**src/rtl/mem_port_arbiter.sv**
```systemverilog
// Shares one combinational-read / clocked-write main memory between the fetch port and the
// load/store port. Data wins by default, and fetch gets forced priority after MAX_STALL refusals.
module mem_port_arbiter #(
    parameter int MAX_STALL = 4
) (
    input  logic        clock,
    input  logic        reset,
    input  logic        if_req,
    input  logic [31:0] if_addr,
    output logic        if_gnt,
    output logic [31:0] if_rdata,
    input  logic        d_req,
    input  logic [31:0] d_addr,
    input  logic        d_we,
    input  logic [1:0]  d_size,
    input  logic [31:0] d_wdata,
    output logic        d_gnt,
    output logic [31:0] d_rdata,
    output logic        d_err,
    output logic [31:0] mem_address,
    output logic [31:0] mem_data_in,
    output logic        mem_read_write,
    input  logic [31:0] mem_data_out
);

    localparam int              SC_W   = (MAX_STALL < 1) ? 1 : $clog2(MAX_STALL + 1);
    localparam logic [SC_W-1:0] SC_MAX = SC_W'(MAX_STALL);

    typedef enum logic [0:0] {
        IDLE   = 1'b0,
        RMW_WR = 1'b1
    } state_t;

    state_t            state;
    state_t            state_nxt;
    logic [SC_W-1:0]   sc;
    logic [31:0]       rmw_word_p1;
    logic              capture;
    logic              fetch_force;
    logic              fetch_win;
    logic              data_win;
    logic [31:0]       addr_aligned;

    // Replace the byte or half-word lane at byte offset 'off' of 'word' with the low bits of 'wdata'.
    function automatic logic [31:0] merge_lane(
        input logic [31:0] word,
        input logic [31:0] wdata,
        input logic [1:0]  off,
        input logic        half
    );
        logic [31:0] mask;
        logic [4:0]  sh;
        mask = half ? 32'h0000_FFFF : 32'h0000_00FF;
        sh   = {off, 3'b000};
        return (word & ~(mask << sh)) | ((wdata & mask) << sh);
    endfunction

    assign fetch_force  = (sc == SC_MAX);
    assign fetch_win    = if_req & (fetch_force | ~d_req);
    assign data_win     = d_req & ~fetch_win;
    assign addr_aligned = {d_addr[31:2], 2'b00};
    assign if_rdata     = mem_data_out;
    assign d_rdata      = mem_data_out;

    always_ff @(posedge clock) begin
        if (reset) begin
            state       <= IDLE;
            sc          <= '0;
            rmw_word_p1 <= '0;
        end else begin
            state <= state_nxt;
            if (capture) begin
                rmw_word_p1 <= mem_data_out;
            end
            if (if_gnt || !if_req) begin
                sc <= '0;
            end else if (sc != SC_MAX) begin
                sc <= sc + SC_W'(1);
            end
        end
    end

    always_comb begin
        state_nxt      = state;
        capture        = 1'b0;
        if_gnt         = 1'b0;
        d_gnt          = 1'b0;
        d_err          = 1'b0;
        mem_read_write = 1'b0;
        mem_address    = if_addr;
        mem_data_in    = '0;

        if (!reset) begin
            unique case (state)
                IDLE: begin
                    if (fetch_win) begin
                        if_gnt = 1'b1;
                    end else if (data_win) begin
                        mem_address = d_addr;
                        if (!d_we) begin
                            d_gnt = 1'b1;
                        end else if (d_size[1]) begin
                            mem_data_in    = d_wdata;
                            mem_read_write = 1'b1;
                            d_gnt          = 1'b1;
                        end else if (d_size[0] && d_addr[0]) begin
                            d_gnt = 1'b1;
                            d_err = 1'b1;
                        end else begin
                            // Sub-word store, read phase: fetch the aligned word to merge into.
                            mem_address = addr_aligned;
                            capture     = 1'b1;
                            state_nxt   = RMW_WR;
                        end
                    end
                end
                RMW_WR: begin
                    // Write phase: request inputs are still held, so the lane comes straight from them.
                    mem_address    = addr_aligned;
                    mem_data_in    = merge_lane(rmw_word_p1, d_wdata, d_addr[1:0], d_size[0]);
                    mem_read_write = 1'b1;
                    d_gnt          = 1'b1;
                    state_nxt      = IDLE;
                end
                default: state_nxt = IDLE;
            endcase
        end
    end

endmodule

```
**config.mk**
```make
export PLATFORM = sky130hd
export DESIGN_NAME = mem_port_arbiter
export DESIGN_NICKNAME = d
export VERILOG_FILES = /design/src/rtl/mem_port_arbiter.sv
export SDC_FILE = /design/constraint.sdc
export NUM_CORES = 1
export LEC_CHECK = 0
export BUFFER_PORTS_ARGS = -buffer_cell sky130_fd_sc_hd__buf_2
export CAP_MARGIN = 15
export CORE_ASPECT_RATIO = 1.25
export CORE_MARGIN = 4
export CORE_UTILIZATION = 35
export DETAILED_ROUTE_END_ITERATION = 10
export PLACE_DENSITY = 0.84
export SLEW_MARGIN = 0
export SYNTH_ARGS = -nofsm -noshare
export SYNTH_HDL_FRONTEND = slang
export SYNTH_SLANG_ARGS = --single-unit
```
**constraint.sdc**
```tcl
create_clock -name clock -period 1.65 [get_ports clock]
set_clock_uncertainty 0.1 [all_clocks]
set_input_delay 0.0825 -clock clock [delete_from_list [all_inputs] [get_ports clock]]
set_output_delay 0.0825 -clock clock [all_outputs]
set_load 0.02 [all_outputs]
```
==> results.py <==
metrics = {
    "yosys": {
        "synthCells": 446,
        "yosys.area.top_type": "dfxtp_1",
        "synth-xor-area-share_pct": 0.256,
        "synthTopCellsByArea": "dfxtp_1 (21%), buf_4 (16%), mux2_4 (13%)",
        "synth_top_family_by_area": "simple AND/OR/NAND/NOR gates",
        "synth_common_cells": "nand2_1 (86), buf_4 (72), a21oi_1 (50)",
        "synth-seq-cells": 36,
        "synth_ff_type": "dfxtp_1",
        "synth.distinct_cells": 45,
        "synth_nets": 583,
        "syn_area_per_cell_sq_um": 7.66,
        "synth_most_common_cell": "nand2_1",
        "synth_adder_area_share_pct": 0.733,
        "synth_simple_gate_area_share_pct": 24.1,
        "ys_async_sr_fraction_pct": 0,
        "synth_mux_area_share_pct": 15.5,
        "synthDominantCellAreaShare_pct": 21.1,
        "synth-warning-count": 0,
        "synth_edf_count": 0,
        "synth-compound-area-share_pct": 17.7,
        "syn_area_sq_um": 3420,
        "yosysSeqAreaShare_pct": 21.1,
    },
    "cells_and_area": {
        "layout-drive-gt1-share_pct": 60.0,
        "final_cells": 841,
        "fin_area_sq_um": 6040,
        "diodes": 0,
        "syn2layout_area_growth_pct": 76.8,
        "nNetsFinal": 851,
    },
    "sta": {
        "final.period_utilization_pct": 125,
        "final_max_slew_viol_count": 0,
        "setup_violations": 100,
        "slew_headroom_pct": 60.3,
        "worst_slack_ns": -0.417,
        "rsz0062_at_grt": "true",
        "hold_viol_final": 0,
        "fin_crit_ns": 2.07,
        "tightest_slew_ns": 0.594,
        "tns_ns": -28.87,
        "clock.fmax_mhz": 484,
    },
    "drt": {
        "wl_per_cell_um": 20.9,
        "dr.pass1.iters": 5,
        "drt_iter0_markers": 419,
        "vias_per_cell": 5.24,
        "post-route-drc-count": 0,
        "vias": 4403,
        "routed_wl_mm": 17.5,
        "final_antenna_net_count": 0,
    },
    "setup_path": {
        "critical_path_class": "reg -> out",
        "cp_slowest_cell": "dfxtp_2",
        "crit_fanout": 25,
        "cp.arrival_ns": 1.88,
        "reg2reg_depth": 10,
        "path_cells": "inv_2, ha_4, nand3_4, nand2_4, a21oi_4, buf_12, mux2_4, buf_2",
        "cpPeakStageDelay_ns": 0.34,
        "r2r_slack_ns": -0.20,
        "crit_path_start_kind": "flip-flop",
        "required_ns": 1.47,
        "worstSetupEndpointType": "output pin",
        "r2r_start": "sc[0]",
        "r2r_end": "rmw_word_p1[6]",
    },
    "die": {
        "initial_core_util_pct": 35.7,
        "dieArea_sq_um": 11400,
        "rows": 40,
        "die_h_um": 118,
        "die_width_um": 96.4,
        "num_io_pins": 267,
        "core_area_sq_um": 9560,
    },
    "hold_path": {
        "min_from": "mem_data_out[22]",
        "hp-class": "in -> reg",
        "whs_path_depth": 3,
        "worstHoldEndpoint": "rmw_word_p1[22]",
    },
    "placed_design": {
        "dp.cells": 794,
        "io_buffers": 266,
        "place_hpwl_mm": 12.9,
        "dpl-instance-area_sq_um": 4900,
        "place_congestion": 0.879,
        "pre_cts_ws_ns": -0.133,
    },
    "grt": {
        "grt_usage_pct": 29.4,
        "antenna_found_initial": 0,
        "grt_max_degree": 33,
        "grt_pass1_wl_mm": 25.4,
        "grt_pass1_vias": 4566,
        "gr-total-overflow": 0,
    },
    "power": {
        "p_leak_nw": 2.83,
        "power_mw": 3.28,
        "vdd_ir_drop_max_uv": 351,
        "p_per_area_nw_per_um2": 543,
    },
    "clocking": {
        "cts_buffer_depth": 2,
        "insertion_delay_ns": 0.28,
        "path_clk_slew_ns": 0.06,
        "tritoncts": "yes",
        "root_buffer": "clkbuf_16",
        "cts.sinks": 36,
        "cts_buffers": 5,
        "htreeDepth": 2,
    },
    "status": {
        "outcome": "finished, violations left",
        "violations": "negative setup slack",
    },
    "run": {
        "cap_violations": 0,
    },
}
==> placed cells by master (no fill, tap or decap), types with 2 or more instances in the layout <==
cell,synthesis,layout
a211oi_1,16,14
a211oi_2,0,2
a21oi_1,50,46
a21oi_2,1,4
a221oi_1,7,7
and3_1,16,16
buf_12,0,7
buf_2,11,205
buf_4,72,46
buf_6,6,65
clkbuf_1,6,2
clkbuf_16,0,5
dfxtp_1,36,33
dfxtp_2,0,2
dlygate4sd3_1,0,31
inv_2,1,3
mux2_4,30,30
mux2i_1,8,8
nand2_1,86,83
nand2_2,1,3
nand2b_1,3,3
nand3_1,11,10
nand3_4,0,2
nand3b_1,9,9
nor2_1,35,4
nor2_4,0,31
nor2b_1,2,2
nor3_4,0,2
nor3b_2,1,2
o21ai_4,1,3
o2bb2ai_1,7,7
==> registers in the layout, summed over array words and instances, names as in the netlist <==
name	flops
rmw_word_p1	32
sc	3
state	1
==> area by class of cell <==
class                   count  area (sq um)
fillers                   790          3520
inverters                   5          21.3
repair buffers            356          2600
flip-flops and latches     36           727
clock buffers               8           146
well taps                 126           158
multi-input cells         310          2390
==> routing by layer <==
layer	vias up	share of wire [%]	global-route usage, %
met5	-	0	0
met4	0	3.7	10.1
met3	54	10	8.47
met2	256	52	53.1
met1	2074	34	31.6
li1	2019	-	-
==> worst max-delay path by stage <==
stage,depth (start not counted),end,startpoint
3_5_place_dp,8,mem_address[21],sc[0]
6_report,8,mem_address[6],sc[0]
3_3_place_gp,8,mem_address[30],sc[0]
5_1_grt,8,mem_address[22],sc[0]
2_1_floorplan,5,mem_data_in[22],sc[0]
4_1_cts,8,mem_address[9],sc[1]
==> logic make-up after synthesis <==
group,count (synthesis)
and+or+nand+nor,176
buffers and inverters,100
AOI/OAI and AO/OA,93
muxes,38
DFF,36
adders and majority gates,2
xor gates and xnor gates,1
==> through the flow <==
step | hold slack [ns] | util (%)
3_3_place_gp | 0.242 | 51.3
5_1_grt | 0.0485 | 63.2
3_5_place_dp | 0.247 | 51.3
2_1_floorplan | 0.118 | -
6_report | 0.0121 | 63.2
4_1_cts | 0.00656 | 61.5
==> report_power, final <==
part           internal [mW]  total (mW)  switching [mW]
clock network          0.603       0.977           0.374
registers              0.893       0.907          0.0142
logic                  0.654        1.40           0.743
total                   2.15        3.28            1.13
==> worst max-delay path: cells and delay by family, from the launching register on <==
kind | cells | cell delay (ns)
compound gates | 1 | 0.16
fa+ha+maj | 1 | 0.17
buf+inv | 3 | 0.44
flops | 1 | 0.34
mux | 1 | 0.31
simple gates | 2 | 0.16
==> repair_timing <==
action,in CTS,in global routing
hold buffers,31,0
cloned,2,0
endpoints found under the setup margin,70,101
hold endpoints to repair,31,0
buffers inserted,5,7
resized for setup,135,46
pin swaps,12,14
Note: power is estimated with default switching activity, not from simulation.
